==> config.mk <==
export PLATFORM = sky130hd
export DESIGN_NAME = fetch_unit
export DESIGN_NICKNAME = d
export VERILOG_FILES = /design/src/rtl/fetch_unit.sv
export SDC_FILE = /design/constraint.sdc
export NUM_CORES = 1
export LEC_CHECK = 0
export ABC_AREA = 0
export BUFFER_PORTS_ARGS = -buffer_cell sky130_fd_sc_hd__buf_2
export CORE_MARGIN = 2
export CORE_UTILIZATION = 50
export DETAILED_ROUTE_END_ITERATION = 6
export PLACE_DENSITY = 0.77
export SLEW_MARGIN = 20
export SYNTH_ARGS = -nofsm -noshare
export SYNTH_HDL_FRONTEND = slang
export SYNTH_SLANG_ARGS = --single-unit
==> constraint.sdc <==
create_clock -name clk -period 10.6 [get_ports clk]
set_input_delay 2.12 -clock clk [delete_from_list [all_inputs] [get_ports clk]]
set_output_delay 2.12 -clock clk [all_outputs]
set_load 0.02 [all_outputs]
==> src/rtl/fetch_unit.sv <==
// Instruction fetch stage: drives the ROM request stream and buffers the
// returned words, each tagged with its PC, for decode over a valid/ready handshake.
module fetch_unit #(
  parameter logic [31:0] RESET_PC   = 32'h0000_0000,
  parameter int unsigned FIFO_DEPTH = 2
) (
  input  logic        clk,
  input  logic        rst,
  output logic        rom_req,
  output logic [31:0] rom_addr,
  input  logic [31:0] rom_rdata,
  input  logic        redirect_valid,
  input  logic [31:0] redirect_pc,
  output logic        instr_valid,
  input  logic        instr_ready,
  output logic [31:0] instr,
  output logic [31:0] instr_pc
);

  localparam int unsigned AW = (FIFO_DEPTH > 1) ? $clog2(FIFO_DEPTH) : 1;
  localparam int unsigned CW = AW + 1;
  localparam logic [CW:0] DEPTH_C = (CW + 1)'(FIFO_DEPTH);

  logic [31:0]   fetch_pc;
  logic          inflight;
  logic [31:0]   inflight_pc;
  logic [31:0]   buf_instr [FIFO_DEPTH];
  logic [31:0]   buf_pc    [FIFO_DEPTH];
  logic [AW-1:0] rd_ptr;
  logic [AW-1:0] wr_ptr;
  logic [CW-1:0] occ;

  logic          pop;
  logic          push;
  logic          issue;
  logic [CW:0]   demand;

  // Credit check counts the word already in flight and frees the slot being
  // popped this cycle, so a returning word always finds room in the buffer.
  always_comb begin
    pop    = instr_valid & instr_ready;
    push   = inflight & ~redirect_valid;
    demand = {1'b0, occ} + {{CW{1'b0}}, inflight} - {{CW{1'b0}}, pop};
    issue  = ~rst & ~redirect_valid & (demand < DEPTH_C);
  end

  assign rom_req     = issue;
  assign rom_addr    = fetch_pc;
  assign instr_valid = ~rst & (occ != '0);
  assign instr       = buf_instr[rd_ptr];
  assign instr_pc    = buf_pc[rd_ptr];

  always_ff @(posedge clk) begin
    if (rst) begin
      fetch_pc    <= RESET_PC;
      inflight    <= 1'b0;
      inflight_pc <= '0;
      rd_ptr      <= '0;
      wr_ptr      <= '0;
      occ         <= '0;
    end else if (redirect_valid) begin
      fetch_pc <= redirect_pc & 32'hFFFF_FFFC;
      inflight <= 1'b0;
      rd_ptr   <= '0;
      wr_ptr   <= '0;
      occ      <= '0;
    end else begin
      if (issue) begin
        inflight    <= 1'b1;
        inflight_pc <= fetch_pc;
        fetch_pc    <= fetch_pc + 32'd4;
      end else begin
        inflight <= 1'b0;
      end
      if (push) wr_ptr <= wr_ptr + AW'(1);
      if (pop)  rd_ptr <= rd_ptr + AW'(1);
      case ({push, pop})
        2'b10:   occ <= occ + CW'(1);
        2'b01:   occ <= occ - CW'(1);
        default: occ <= occ;
      endcase
    end
  end

  // Storage needs no reset: occupancy alone decides what is visible.
  always_ff @(posedge clk) begin
    if (!rst && push) begin
      buf_instr[wr_ptr] <= rom_rdata;
      buf_pc[wr_ptr]    <= inflight_pc;
    end
  end

endmodule

# Word-level counts from Yosys, hierarchy flattened
# Memories as Yosys holds them, arrays and structs flattened. A register that Yosys moved wholly into a read port is not among the register bits.
# Index checks and enable logic that the tools add are counted.
# totals
in_bits	68
ramBits	128
out_inout_bits	98
register_bits	69
mem_count	2
# op_classes
eq_ne	2
n_addsub	7
n_reduce_logical	7
n_mux	10
bitwise_logic	7
order_cmp	1
# mem_list
name	depth	width	read_ports	rd_ports_with_merged_regs	wr	line_no	rtl
buf_instr	2	32	1	1	1	27	logic [31:0] buf_instr [FIFO_DEPTH];
buf_pc	2	32	1	1	1	28	logic [31:0] buf_pc [FIFO_DEPTH];
# ops
cell	n
$mux 32	2
$add 32x3->32 const B	1
$mux 1	7
$reduce_bool 2->1	3
$and 1x1->1	5
$pmux 2 s2	1
$add 2x1->3	1
$lt 3x2->1 const B	1
$sub 3x1->3	1
$add 1x1->1 const B	2
$add 2x1->2 const B	1
$eq 2x1->1 const B	1
$eq 2x2->1 const B	1
$not 1->1	2
$reduce_and 2->1	1
$reduce_or 2->1	1
$sub 2x1->2 const B	1
$logic_and 1x1->1	1
$logic_not 1->1	1

# Depth between registers and ports, before layout
# depth
depth_word	8
mapped_depth	12

# Least setup slack after synthesis
# OpenSTA, ideal clock, no wires.
# synth_path
path_kind	input to register
startpoint	in redirect_valid
endpoint	mem buf_instr[0][0] (enable)
arrival_time_ns	7.060
path_stages	5
n_path_buf	2
setup_slack_ns	2.982
setup_ns	0.558
path_cell_list	inv_1 -> clkbuf_1 -> clkbuf_1 -> nand2_1 -> nor3_1
# synth_between
elab_chain_len	5
# synth_rtl
item	line_no	rtl
start: declaration	12	input logic redirect_valid,
$not 1->1 (no source line)	n/a	
$and 1x1->1	42	push = inflight & ~redirect_valid;
$logic_and 1x1->1	87	if (!rst && push) begin
$mux 1	87	
$mux 1 (not written as such)	88	buf_instr[wr_ptr] <= rom_rdata;
end: declaration	27	
# No other way between the ends.

# Worst setup path after layout
# layout_path
startpoint	in rst
endpoint	out rom_req
# layout_between
elab_chain_len	6
elab_cells_between_ends	7
cone_classes	1 x add/sub; 1 x order compare; 5 x bitwise
# layout_rtl
item	line_no	rtl
start: declaration	8	input logic rst,
$not 1->1	49	assign instr_valid = ~rst & (occ != '0);
$and 1x1->1	49	
$and 1x1->1	41	pop = instr_valid & instr_ready;
named net pop	33	logic pop;
$sub 3x1->3	43	demand = {1'b0, occ} + {{CW{1'b0}}, inflight} - {{CW{1'b0}}, pop};
$lt 3x2->1	44	issue = ~rst & ~redirect_valid & (demand < DEPTH_C);
$and 1x1->1	44	
end: declaration	9	output logic rom_req,
# The timed path passes the listed nets, and every way through them passes these cells.

==> insert_results.sql <==
INSERT INTO impl_metrics (metric_group, metric, value, unit) VALUES
('finish', 'layout-drive-gt1-share', '0.377', ''),
('timing', 'clock_skew', '0.00986', 'ns'),
('timing', 'relSlewSlack', '0.446', ''),
('clock_tree', 'worst_skew_pair.late_latency', '0.42', 'ns'),
('critical_path', 'crit_path_max_incr_delay', '0.79', 'ns'),
('yosys', 'synth_xor_xnor_area_share', '0.0312', ''),
('global_route', 'maximum_number_of_pins_on_one_net_before_global_route_repair', '65', ''),
('yosys', 'netlist-cell-type-count', '46', ''),
('detailed_routing', 'route.antenna.remaining_nets', '0', ''),
('detailed_routing', 'dr.first_iter.drc_count', '311', ''),
('hold_path', 'hold_class', 'reg -> reg', ''),
('finish', 'num-fill-cells', '1162', ''),
('run', 'max-cap-violations', '0', ''),
('timing', 'rsz0062_at_grt', 'false', ''),
('clock_tree', 'cts_buffer_depth', '2', ''),
('timing', 'final-max-slew-violation-count', '0', ''),
('global_route', 'grt_util_all_layers', '0.194', ''),
('pwr', 'worst_ir_drop_vdd', '0.107', 'mV'),
('timing', 'max_clock_freq', '119', 'MHz'),
('critical_path', 'crit_fanout', '64', ''),
('yosys', 'syn_area_per_cell', '13.1', 'um2'),
('detailed_routing', 'vias', '4923', ''),
('finish', 'diodes', '0', ''),
('finish', 'finalNetCount', '801', ''),
('yosys', 'synth_top_area_cell', 'sky130_fd_sc_hd__edfxtp_1', ''),
('detailed_routing', 'detail_route.vias_per_cell', '5.32', ''),
('clock_tree', 'ctsRootBufferMaster', 'sky130_fd_sc_hd__clkbuf_16', ''),
('detailed_routing', 'routedWlPerCell', '16.8', 'um'),
('critical_path', 'worst-r2r-setup-slack', '5.93', 'ns'),
('floorplan', 'die-width', '127', 'um'),
('floorplan', 'coreArea', '14600', 'um2'),
('yosys', 'post_synthesis_instance_area', '7580', 'um2'),
('yosys', 'netlist_instances', '577', ''),
('timing', 'hold_viol_final', '0', ''),
('critical_path', 'cpMaxStageDelayCell', 'sky130_fd_sc_hd__inv_2', ''),
('yosys', 'synth_top_family_by_area', 'simple AND/OR/NAND/NOR gates', ''),
('placed_design', 'detailed_place_hpwl', '10400', 'um'),
('pwr', 'power_density_of_the_placed_cells', '167', 'nW/um2'),
('yosys', 'synth_largest_type_area_fraction', '0.491', ''),
('clock_tree', 'clock_sink_count', '190', ''),
('global_route', 'wire_length_of_the_first_global_routing_pass', '24400', 'um'),
('outcome', 'run_status', 'completed', ''),
('yosys', 'dominantRegCellSynth', 'sky130_fd_sc_hd__edfxtp_1', ''),
('placed_design', 'place_congestion', '0.844', ''),
('critical_path', 'reg2regPathDepth', '12', ''),
('critical_path', 'arr_time_crit_path', '6.31', 'ns'),
('timing', 'final_period_minus_worst_setup_slack', '8.43', 'ns'),
('critical_path', 'crit_top_cell', 'sky130_fd_sc_hd__buf_2', ''),
('timing', 'timing.setup.tns', '0', 'ns'),
('global_route', 'globalRouteOverflowTotal', '0', ''),
('timing', 'worst_pin_slew', '0.831', 'ns'),
('hold_path', 'whs_endpoint', 'buf_pc[0][30]', ''),
('yosys', 'synth-seq-cells', '190', ''),
('clock_tree', 'cts_tree', 'built', ''),
('critical_path', 'cp_cell_sequence', 'buf_2 -> buf_4 -> nor2_1 -> and2_1 -> ha_1 -> nand2b_1 -> fa_1 -> xnor2_1 -> nand3_2 -> inv_2 -> buf_2', ''),
('yosys', 'synth_adder_area_share', '0.00760', ''),
('finish', 'final-seq-area', '5050', 'um2'),
('timing', 'report.final.setup_viol', '0', ''),
('yosys', 'compound_cell_area_share_of_the_yosys_netlist', '0.0586', ''),
('hold_path', 'holdCritStartpoint', 'inflight_pc[30]', ''),
('clock_tree', 'tritoncts.num_buffers', '17', ''),
('floorplan', 'chipHeight', '127', 'um'),
('yosys', 'post_synth_and_or_nand_nor_area_fraction', '0.116', ''),
('timing', 'final.period_utilization', '0.795', ''),
('critical_path', 'r2r-end', 'rom_addr[14]', ''),
('timing', 'timing.hold.ws', '0.449', 'ns'),
('clock_tree', 'cts_resized', '0', ''),
('clock_tree', 'post_cts_hold_buffer_count', '0', ''),
('global_route', 'first_global_vias', '4959', ''),
('critical_path', 'endpoint_kind_of_the_worst_setup_timing_path', 'primary output', ''),
('critical_path', 'required', '8.48', 'ns');
cells by family (layout without fill, tap and decap cells):
kind of cell / after synthesis / after routing
AND/OR/NAND/NOR: 174 / 174
other: 1 / 4
buffers and inverters: 45 / 207
multiplexers: 64 / 64
XOR/XNOR: 27 / 27
adder cells (fa/ha/maj): 4 / 4
flip-flops: 190 / 190
AO/OA/AOI/OAI: 72 / 72
flip-flops by register name, summed over array words and instances (netlist names), named ones only:
signal,flops
rom_addr,30
inflight_pc,30
occ,2
wr_ptr,1
inflight,1
buf_instr,64
buf_pc,60
rd_ptr,1
through the flow:
step,cell area (um2),utilization,std cells,power [mW],setup slack [ns]
after floorplan,7590,-,580,0.890,2.98
after global placement,8520,0.582,894,0.925,2.39
after detailed placement,8520,0.582,894,0.928,2.24
after CTS,9080,0.620,926,1.53,2.21
after global routing,9080,0.620,926,1.56,1.84
final,9080,0.620,926,1.52,2.17
power by group:
part,leakage [nW],switching (mW),internal [mW]
combinational,1.43,0.0571,0.0344
clock,0.279,0.264,0.339
sequential,1.75,0.0180,0.803
worst max-delay path by stage:
stage	start	to	slack [ns]	cells after the start
2_1_floorplan	redirect_valid	buf_instr[0][0]	2.98	5
3_3_place_gp	rst	rom_req	2.39	11
3_5_place_dp	rst	rom_req	2.24	11
4_1_cts	rst	rom_req	2.21	11
5_1_grt	rst	rom_req	1.84	11
6_report	rst	rom_req	2.17	11
placed cells by master (no fill, tap or decap), types with 3 or more instances in the layout:
master,Yosys,layout
sky130_fd_sc_hd__buf_2,1,159
sky130_fd_sc_hd__edfxtp_1,124,124
sky130_fd_sc_hd__nand2_1,84,84
sky130_fd_sc_hd__dfxtp_1,66,65
sky130_fd_sc_hd__mux2_2,63,63
sky130_fd_sc_hd__a21oi_1,37,37
sky130_fd_sc_hd__nor2_1,29,29
sky130_fd_sc_hd__xnor2_1,24,24
sky130_fd_sc_hd__clkbuf_16,0,17
sky130_fd_sc_hd__nand3_1,15,14
sky130_fd_sc_hd__a211oi_1,11,11
sky130_fd_sc_hd__inv_1,9,9
sky130_fd_sc_hd__or3_1,7,7
sky130_fd_sc_hd__nand4_1,6,6
sky130_fd_sc_hd__buf_4,4,6
sky130_fd_sc_hd__and2_1,5,5
sky130_fd_sc_hd__nor3_2,4,5
sky130_fd_sc_hd__a311oi_1,5,5
sky130_fd_sc_hd__a31oi_1,4,4
sky130_fd_sc_hd__nor3_1,5,4
sky130_fd_sc_hd__o22ai_1,4,4
sky130_fd_sc_hd__o21ai_0,4,4
sky130_fd_sc_hd__conb_1,1,4
sky130_fd_sc_hd__nand3_2,2,3
sky130_fd_sc_hd__and3_1,4,3
sky130_fd_sc_hd__xor2_1,3,3
sky130_fd_sc_hd__nor4_2,3,3
sky130_fd_sc_hd__nor4_4,3,3
sky130_fd_sc_hd__ha_1,3,3
sky130_fd_sc_hd__inv_6,0,3
sky130_fd_sc_hd__clkinv_4,0,3
final cells by class:
| type | instances | area share |
|---|---|---|
| timing repair buffer | 165 | 0.0926 |
| multi-input combinational | 345 | 0.260 |
| inverter | 10 | 0.00413 |
| sequential | 190 | 0.556 |
| tap | 184 | 0.0253 |
| clock buffer | 21 | 0.0507 |
| clock inverter | 11 | 0.0117 |
critical path, delay by kind of cell:
kind	cells	cell delay (ns)
fa+ha+maj	2	0.71
buf+inv	4	1.68
simple gates	4	1.26
xor+xnor	1	0.51
layer usage:
layer,global-route usage,part of all wire,vias to the layer above
met5,0,0,-
met2,0.334,0.50,161
met1,0.238,0.43,2356
met4,0.0750,0.012,0
met3,0.0444,0.059,18
li1,-,-,2388
No activity file was read; power rests on OpenSTA's default activity.
